File: src/rtl/interp_rate_scheduler.sv
// interp_rate_scheduler
//   Sequences a linear interpolator for asynchronous sample-rate conversion.
//   Divides clk down to the output-sample tick. On each tick the block advances a
//   fixed-point phase accumulator by the ratio word and pulls the whole-sample
//   carry from the input FIFO. It then issues the sub-sample fraction with a
//   start strobe and waits for the interpolator to finish.
//   Optional build macro: INTERP_SCHED_STATS_EN adds the err_count output.
module interp_rate_scheduler #(
    parameter int OUT_DIV = 512,
    parameter int PHASE_W = 10,
    parameter int STEP_W  = 16
) (
    input  logic               clk,
    input  logic               reset_n,
    input  logic               run,
    input  logic [STEP_W-1:0]  step,
    input  logic               fifo_valid,
    output logic               fifo_rd,
    output logic               samp_load,
    output logic [PHASE_W-1:0] sub_sample_cnt,
    output logic               interp_start,
    input  logic               interp_done,
    output logic               busy,
    output logic               underrun,
    output logic               overrun
`ifdef INTERP_SCHED_STATS_EN
    ,
    output logic [15:0]        err_count
`endif
);

    localparam int CNT_W  = (OUT_DIV > 1) ? $clog2(OUT_DIV) : 1;
    localparam int NEED_W = STEP_W - PHASE_W + 1;
    localparam logic [CNT_W-1:0] TICK_AT = CNT_W'(OUT_DIV - 1);

    typedef enum logic [2:0] {
        S_IDLE,
        S_ADVANCE,
        S_FETCH,
        S_START,
        S_WAIT
    } state_t;

    state_t             r_state;
    logic [CNT_W-1:0]   r_tick_cnt;
    logic [PHASE_W-1:0] r_phase;
    logic [NEED_W-1:0]  r_need;
    logic [PHASE_W-1:0] r_sub;
    logic               r_samp_load;
    logic               r_interp_start;
    logic               r_busy;
    logic               r_underrun;
    logic               r_overrun;

    logic               w_tick;
    logic               w_take;
    logic               w_under_ev;
    logic               w_over_ev;
    logic [STEP_W:0]    w_acc;
    logic [NEED_W-1:0]  w_need;

    // Output-rate divider: free-runs while enabled, parked at zero otherwise.
    always_ff @(posedge clk or negedge reset_n) begin
        if (!reset_n) begin
            r_tick_cnt <= '0;
        end else if (!run) begin
            r_tick_cnt <= '0;
        end else if (r_tick_cnt == TICK_AT) begin
            r_tick_cnt <= '0;
        end else begin
            r_tick_cnt <= r_tick_cnt + 1'b1;
        end
    end

    assign w_tick = run && (r_tick_cnt == TICK_AT);

    // Phase plus ratio; the integer part is how many new samples to pull.
    assign w_acc  = {{(STEP_W + 1 - PHASE_W){1'b0}}, r_phase} + {1'b0, step};
    assign w_need = w_acc[STEP_W:PHASE_W];

    // Read strobe is combinational so a sample is taken in the same clk it is offered.
    assign fifo_rd = run && (r_state == S_FETCH) && fifo_valid;
    assign w_take  = fifo_rd;

    // A tick is only lost when the FSM is still busy; a tick coinciding with
    // interp_done is treated as if IDLE had seen it.
    assign w_over_ev  = w_tick && (r_state != S_IDLE) && !((r_state == S_WAIT) && interp_done);
    assign w_under_ev = w_tick && (r_state == S_FETCH) && !fifo_valid;

    // Main sequencer with registered strobes and status.
    always_ff @(posedge clk or negedge reset_n) begin
        if (!reset_n) begin
            r_state        <= S_IDLE;
            r_phase        <= '0;
            r_need         <= '0;
            r_sub          <= '0;
            r_samp_load    <= 1'b0;
            r_interp_start <= 1'b0;
            r_busy         <= 1'b0;
            r_underrun     <= 1'b0;
            r_overrun      <= 1'b0;
        end else if (!run) begin
            r_state        <= S_IDLE;
            r_phase        <= '0;
            r_need         <= '0;
            r_samp_load    <= 1'b0;
            r_interp_start <= 1'b0;
            r_busy         <= 1'b0;
            r_underrun     <= 1'b0;
            r_overrun      <= 1'b0;
        end else begin
            r_samp_load    <= w_take;
            r_interp_start <= 1'b0;
            r_underrun     <= w_under_ev;
            r_overrun      <= w_over_ev;
            case (r_state)
                S_IDLE: begin
                    if (w_tick) begin
                        r_state <= S_ADVANCE;
                        r_busy  <= 1'b1;
                    end
                end
                S_ADVANCE: begin
                    r_phase <= w_acc[PHASE_W-1:0];
                    r_need  <= w_need;
                    r_state <= (w_need == '0) ? S_START : S_FETCH;
                end
                S_FETCH: begin
                    if (w_tick) begin
                        // Out of time: reuse the samples already held.
                        r_need  <= '0;
                        r_state <= S_START;
                    end else if (w_take) begin
                        r_need <= r_need - 1'b1;
                        if (r_need == NEED_W'(1)) begin
                            r_state <= S_START;
                        end
                    end
                end
                S_START: begin
                    r_sub          <= r_phase;
                    r_interp_start <= 1'b1;
                    r_state        <= S_WAIT;
                end
                S_WAIT: begin
                    if (interp_done) begin
                        if (w_tick) begin
                            r_state <= S_ADVANCE;
                        end else begin
                            r_state <= S_IDLE;
                            r_busy  <= 1'b0;
                        end
                    end
                end
                default: begin
                    r_state <= S_IDLE;
                    r_busy  <= 1'b0;
                end
            endcase
        end
    end

    assign samp_load      = r_samp_load;
    assign sub_sample_cnt = r_sub;
    assign interp_start   = r_interp_start;
    assign busy           = r_busy;
    assign underrun       = r_underrun;
    assign overrun        = r_overrun;

`ifdef INTERP_SCHED_STATS_EN
    logic [15:0] r_err_count;

    // Saturating error tally; a clk with both faults counts once.
    always_ff @(posedge clk or negedge reset_n) begin
        if (!reset_n) begin
            r_err_count <= '0;
        end else if (!run) begin
            r_err_count <= '0;
        end else if ((w_under_ev || w_over_ev) && (r_err_count != 16'hFFFF)) begin
            r_err_count <= r_err_count + 16'd1;
        end
    end

    assign err_count = r_err_count;
`endif

endmodule

File: config.mk
export PLATFORM = sky130hd
export DESIGN_NAME = interp_rate_scheduler
export DESIGN_NICKNAME = d
export VERILOG_FILES = /design/src/rtl/interp_rate_scheduler.sv
export SDC_FILE = /design/constraint.sdc
export NUM_CORES = 1
export LEC_CHECK = 0
export CAP_MARGIN = 25
export CORE_MARGIN = 8
export CORE_UTILIZATION = 55
export CTS_BUF_LIST = sky130_fd_sc_hd__clkbuf_16
export DETAILED_ROUTE_END_ITERATION = 12
export PLACE_DENSITY = 0.79
export RECOVER_POWER = 25
export SETUP_SLACK_MARGIN = 0.05
export SLEW_MARGIN = 5
export SYNTH_ARGS = -nofsm -noshare
export SYNTH_HDL_FRONTEND = slang
export SYNTH_SLANG_ARGS = --single-unit
File: constraint.sdc
create_clock -name clk -period 3.7 [get_ports clk]
set_input_delay 0.925 -clock clk [delete_from_list [all_inputs] [get_ports clk]]
set_output_delay 0.925 -clock clk [all_outputs]
set_load 0.02 [all_outputs]
==> flow_summary.ini, run 1 <==
[sta]
fin_crit_sh_pct = 87.6
final_max_slew_viol_count = 0
relSlewSlack_pct = 18.0
timing_hold_violations_final = 0
fin_skew_ns = 0.00340
fmaxAchievable_mhz = 309
rsz0062_at_grt = false
setup_violations = 0
tightest_slew_ns = 1.23
tns_ns = 0
fin_crit_ns = 3.24

[placement]
portBuffers = 36
dp_cells = 399
gp_congestion = 0.898
dp_hpwl_um = 4410
place_area_sq_um = 3120

[floorplan]
fp-row-count = 25
die_area_sq_um = 7460
die_w_um = 86.4
io_pins = 37
start_util_pct = 57.3
core_sq_um = 4750
die_h_um = 86.4

[power]
total_power_mw = 1.21
power_frac_clock_pct = 40.9
irDropWorstVdd_uv = 217
p_sw_share_pct = 25.6
p_leak_nw = 1.49
p_per_area_nw_per_um2 = 367
pwr-share-comb_pct = 16.3
p_seq_share_pct = 42.8
switchingPower_mw = 0.309
p_int_mw = 0.899

[grt]
grt_use_met1_pct = 22.0
track_usage_pct = 17.1
antenna_found_initial = 0
grt_pass1_wl_um = 10300
grt_pass1_vias = 2189
use_met3_pct = 3.40
grt_util_met2_pct = 27.8
grt_max_degree = 45
grt.busiest_layer = met2
overflow = 0

[setup_path]
crit_type = in -> out
worstPathRequired_ns = 2.77
endpoint_kind = output pin
critPathArrivalTime_ns = 2.31
critPathLaunchType = input port
worstPathMaxFanout = 7

[synth]
syn_inst = 305
synth_xor_area_share_pct = 6.43
synth_top_area_cell = dfrtp_1
synth.distinct_cells = 57
synth_top_family_by_area = simple AND/OR/NAND/NOR gates
syn-mean-instance-area_sq_um = 8.93
synth-main-ff-cell = dfrtp_1
yosysWarnings = 0
synth_seq_cells = 44
ys_top_cells_by_count = nand2_1, dfrtp_1, nor2_1, o21ai_0
synth_edf_count = 0
async_reset_ff_share_pct = 100
synthSimpleGateAreaFrac_pct = 26.3
synthMuxAreaShare_pct = 0
synth.most_common_cell = nand2_1
synth_nets = 341
synth_compound_gate_area_share_pct = 16.6
synth_fa_ha_area_share_pct = 7.17
yosysSeqAreaShare_pct = 40.4
synth_area_sq_um = 2720
ys_top_cells_by_area = dfrtp_1, nand2_1, ha_1, xor2_1, o21ai_0
yosysTopAreaCellShare_pct = 40.4

[worst_hold_path]
min_path_type = reg -> reg

[clock_tree]
cts_root_buf = clkbuf_16
cts_made_buffers = 5
cts_sinks = 44
cts_tree = built
post_cts_buffers = 0
htreeDepth = 2
ctsHoldBuffers = 0
clk_path_buf_depth = 2
worstSkewPairLatency_ns = 0.29
clkTransAtPathRegs_ns = 0.06
post_cts_resized = 0

[detailed_routing]
drt-total-wl_um = 6040
drc = 0
drt_iter0_markers = 116
vias_per_cell = 5.52
ant_nets = 0
wl_per_cell_um = 14.8
num_vias = 2251
firstDrtPassIters = 4

[finish]
syn2layout_area_growth_pct = 20.8
stdcell_area_sq_um = 3290
fin_cells = 408
nets = 376
n_antenna_cell = 0
drive_gt1_share_pct = 6.74

[run]
maxCapViolCount = 0

[run_status]
status = finished, final reports clean
## placed cells by master (no fill, tap or decap), types with 3 or more instances in the layout
| cell | n |
|---|---|
| a21oi_1 | 14 |
| nor2_1 | 20 |
| a21o_1 | 3 |
| dfrtp_1 | 44 |
| nand2_1 | 60 |
| a21boi_0 | 4 |
| nand2b_1 | 7 |
| nand3_1 | 8 |
| clkdlybuf4s50_1 | 35 |
| a31oi_1 | 3 |
| ha_1 | 14 |
| inv_1 | 10 |
| o21ai_1 | 3 |
| o31ai_1 | 3 |
| and2_1 | 7 |
| clkbuf_16 | 5 |
| xnor2_1 | 9 |
| o21ai_0 | 18 |
| nor3_1 | 9 |
| and3_1 | 7 |
| xor2_1 | 11 |
## state kept, by name, indices dropped and copies added, names as in the netlist, 3 cells and up
name and count:
r_need 7, sub_sample_cnt 10, r_state 3, r_phase 10, r_tick_cnt 9
## cells by family after synthesis
group,Yosys count
compound gates,66
buf+inv,20
flops,44
xor+xnor,20
fa+ha+maj,15
simple gates,140
## per-stage QoR
step	hold slack, ns	util [%]	worst slack [ns]
2_1_floorplan	0.433	-	0.918
3_3_place_gp	0.446	65.7	0.306
3_5_place_dp	0.462	65.7	0.174
4_1_cts	0.474	69.1	0.453
5_1_grt	0.490	69.2	0.371
6_report	0.469	69.2	0.460
## critical path, stage by stage
cell and delay [ns]:
clkdlybuf4s50_1 0.60, and3_1 0.19, clkdlybuf4s50_1 0.60
## power groups by stage
stage	sequential, mW	clock (mW)	combinational (mW)
finish	0.517	0.494	0.197
global placement	0.524	0	0.191
CTS	0.517	0.505	0.198
floorplan	0.517	0	0.136
global route	0.519	0.528	0.220
detailed placement	0.525	0	0.196
## layout make-up
class / instances / area (sq um)
Sequential cell: 44 / 1100
Clock buffer: 5 / 125
Timing Repair Buffer: 38 / 365
Multi-Input combinational cell: 241 / 1540
Tap cell: 67 / 83.8
Inverter: 10 / 37.5
Fill cell: 385 / 1470
Clock inverter: 3 / 38.8
## per-layer routing
| layer | up-vias | share of wire [%] |
|---|---|---|
| li1 | 1131 | - |
| met1 | 1071 | 45 |
| met2 | 40 | 49 |
| met3 | 9 | 4.4 |
| met4 | 0 | 1.7 |
| met5 | - | 0 |
## final timing paths
path	from	to	slack, ns	depth (start not counted)
min reg2reg	r_tick_cnt[0]	r_tick_cnt[0]	0.47	1
min	r_tick_cnt[0]	r_tick_cnt[0]	0.47	1
max in group asynchronous	reset_n	overrun	1.17	2
min in group asynchronous	reset_n	sub_sample_cnt[0]	0.84	1
max	fifo_valid	fifo_rd	0.46	3
max reg2reg	r_phase[0]	r_need[4]	1.17	10
No activity file was read; power rests on OpenSTA's default activity.
==> run 2: changes to the inputs <==
==> constraint.sdc (replaced) <==
create_clock -name clk -period 3.4 [get_ports clk]
set_input_delay 0.85 -clock clk [delete_from_list [all_inputs] [get_ports clk]]
set_output_delay 0.85 -clock clk [all_outputs]
set_load 0.02 [all_outputs]
==> run 2 against run 1 <==
Cell count unchanged; sequential share of layout area decreased by 0.29 points; die area stayed put; via count is 1.1% higher; setup slack worse by 0.13 ns; non-clock buffer count up 1; power increased by 15%; combinational power up 9%; routed wire length rose by 0.74%; critical path type unchanged; critical endpoint unchanged; largest cell class unchanged; largest power group is now clock.
==> flow_summary.ini, run 2 (synthesis results as in run 1) <==
[detailed_routing]
drc = 0
drt_iter0_markers = 102
drt-total-wl_um = 6090
ant_nets = 0
firstDrtPassIters = 4
num_vias = 2275
vias_per_cell = 5.58
wl_per_cell_um = 14.9

[setup_path]
endpoint_kind = output pin
cp_common_cell = clkdlybuf4s50_1
worstPathMaxFanout = 7
crit_chain = clkdlybuf4s50_1, and3_1, clkdlybuf4s50_1
cpPeakStageDelay_ns = 0.60
critPathArrivalTime_ns = 2.22
crit_slowest_cell = clkdlybuf4s50_1
startpoint = fifo_valid
critPathLaunchType = input port
worstPathRequired_ns = 2.55
crit_type = in -> out
timing.rr.start = r_tick_cnt[0]

[worst_hold_path]
worstHoldStart = r_tick_cnt[0]
min_path_type = reg -> reg

[sta]
fin_crit_sh_pct = 90.4
rsz0062_at_grt = false
fin_crit_ns = 3.07
fin_skew_ns = 0.00452
final_max_slew_viol_count = 0
fmaxAchievable_mhz = 325
timing_hold_violations_final = 0
relSlewSlack_pct = 19.4
tightest_slew_ns = 1.21
tns_ns = 0
setup_violations = 0

[finish]
syn2layout_area_growth_pct = 21.8
final_cell_mix = nand2_1, dfrtp_1, clkdlybuf4s50_1
mostFrequentLayoutCell = nand2_1
nets = 377
post-route-util_pct = 69.8
n_antenna_cell = 0
nFillCells = 392
drive_gt1_share_pct = 7.04

[power]
p_sw_share_pct = 23.9
switchingPower_mw = 0.331
p_per_area_nw_per_um2 = 417
pwr-share-comb_pct = 15.6
irDropWorstVdd_uv = 221
p_seq_share_pct = 40.6
power_frac_clock_pct = 43.8
p_leak_nw = 1.50
p_int_mw = 1.05

[clock_tree]
post_cts_resized = 0
post_cts_buffers = 0
ctsHoldBuffers = 0
htreeDepth = 2
clk_path_buf_depth = 2
worstSkewPairLatency_ns = 0.28
cts_made_buffers = 5
cts_tree = built
cts_root_buf = clkbuf_16
clkTransAtPathRegs_ns = 0.06
cts_sinks = 44

[floorplan]
start_util_pct = 57.3
io_pins = 37
fp-row-count = 25
die_area_sq_um = 7460
die_w_um = 86.4
core_sq_um = 4750
die_h_um = 86.4

[grt]
use_met3_pct = 2.74
grt_use_met1_pct = 23.1
grt_util_met2_pct = 26.0
antenna_found_initial = 0
grt_pass1_vias = 2167
grt.busiest_layer = met2
track_usage_pct = 16.9
grt_pass1_wl_um = 10300
grt_max_degree = 45
overflow = 0

[placement]
gp_congestion = 0.878
portBuffers = 36
dp_hpwl_um = 4410

[run]
maxCapViolCount = 0

[run_status]
status = finished, final reports clean
## run 2: cell types whose count changed in the layout (fill, tap and decap cells not counted), sizes merged
| cell | previous run | this run |
|---|---|---|
| clkinv | 2 | 1 |
| buf | 1 | 2 |
| bufinv | 1 | 2 |
| inv | 10 | 9 |
## run 2: cell type report
| class | instances | area [sq um] | share of cell area, % |
|---|---|---|---|
| timing repair buffer | 39 | 373 | 11.2 |
| multi-input combinational | 241 | 1540 | 46.3 |
| clock buffer | 5 | 125 | 3.77 |
| sequential | 44 | 1100 | 33.2 |
| tap | 67 | 83.8 | 2.53 |
| clock inverter | 2 | 60.1 | 1.81 |
| inverter | 10 | 37.5 | 1.13 |
## run 2: per-layer routing
metal,part of all wire (%),wire length [um],vias to the layer above
met5,0,0,-
met4,0.92,56,0
met3,5.3,321,6
met2,47,2860,54
met1,47,2850,1079
li1,-,-,1136
## run 2: worst paths after layout
| path | cells after the start | to | slack [ns] |
|---|---|---|---|
| min | 1 | r_tick_cnt[0] | 0.46 |
| min in group asynchronous | 1 | sub_sample_cnt[0] | 0.80 |
| max | 3 | fifo_rd | 0.33 |
| max reg2reg | 10 | r_need[1] | 0.87 |
| max in group asynchronous | 2 | r_tick_cnt[4] | 0.92 |
| min reg2reg | 1 | r_tick_cnt[0] | 0.46 |
## run 2: power groups by stage
stage               registers, mW  clock network, mW  logic [mW]
CTS                         0.562              0.618       0.216
global placement            0.570                  0       0.209
detailed placement          0.571                  0       0.214
global route                0.565              0.637       0.240
finish                      0.562              0.607       0.215
floorplan                   0.563                  0       0.148
## run 2: worst max-delay path: cells and delay by family
family,cells,cell delay (ns)
simple gates,1,0.19
buf+inv,2,1.19
## run 2: stage by stage
step	hold slack (ns)	instance area, sq um	total power, mW	instances	setup slack (ns)
4_1_cts	0.465	3320	1.40	407	0.311
3_3_place_gp	0.447	3130	0.779	400	0.119
3_5_place_dp	0.457	3130	0.785	400	0.0595
5_1_grt	0.488	3320	1.44	408	0.172
2_1_floorplan	0.433	2720	0.710	305	0.693
6_report	0.464	3320	1.38	408	0.325
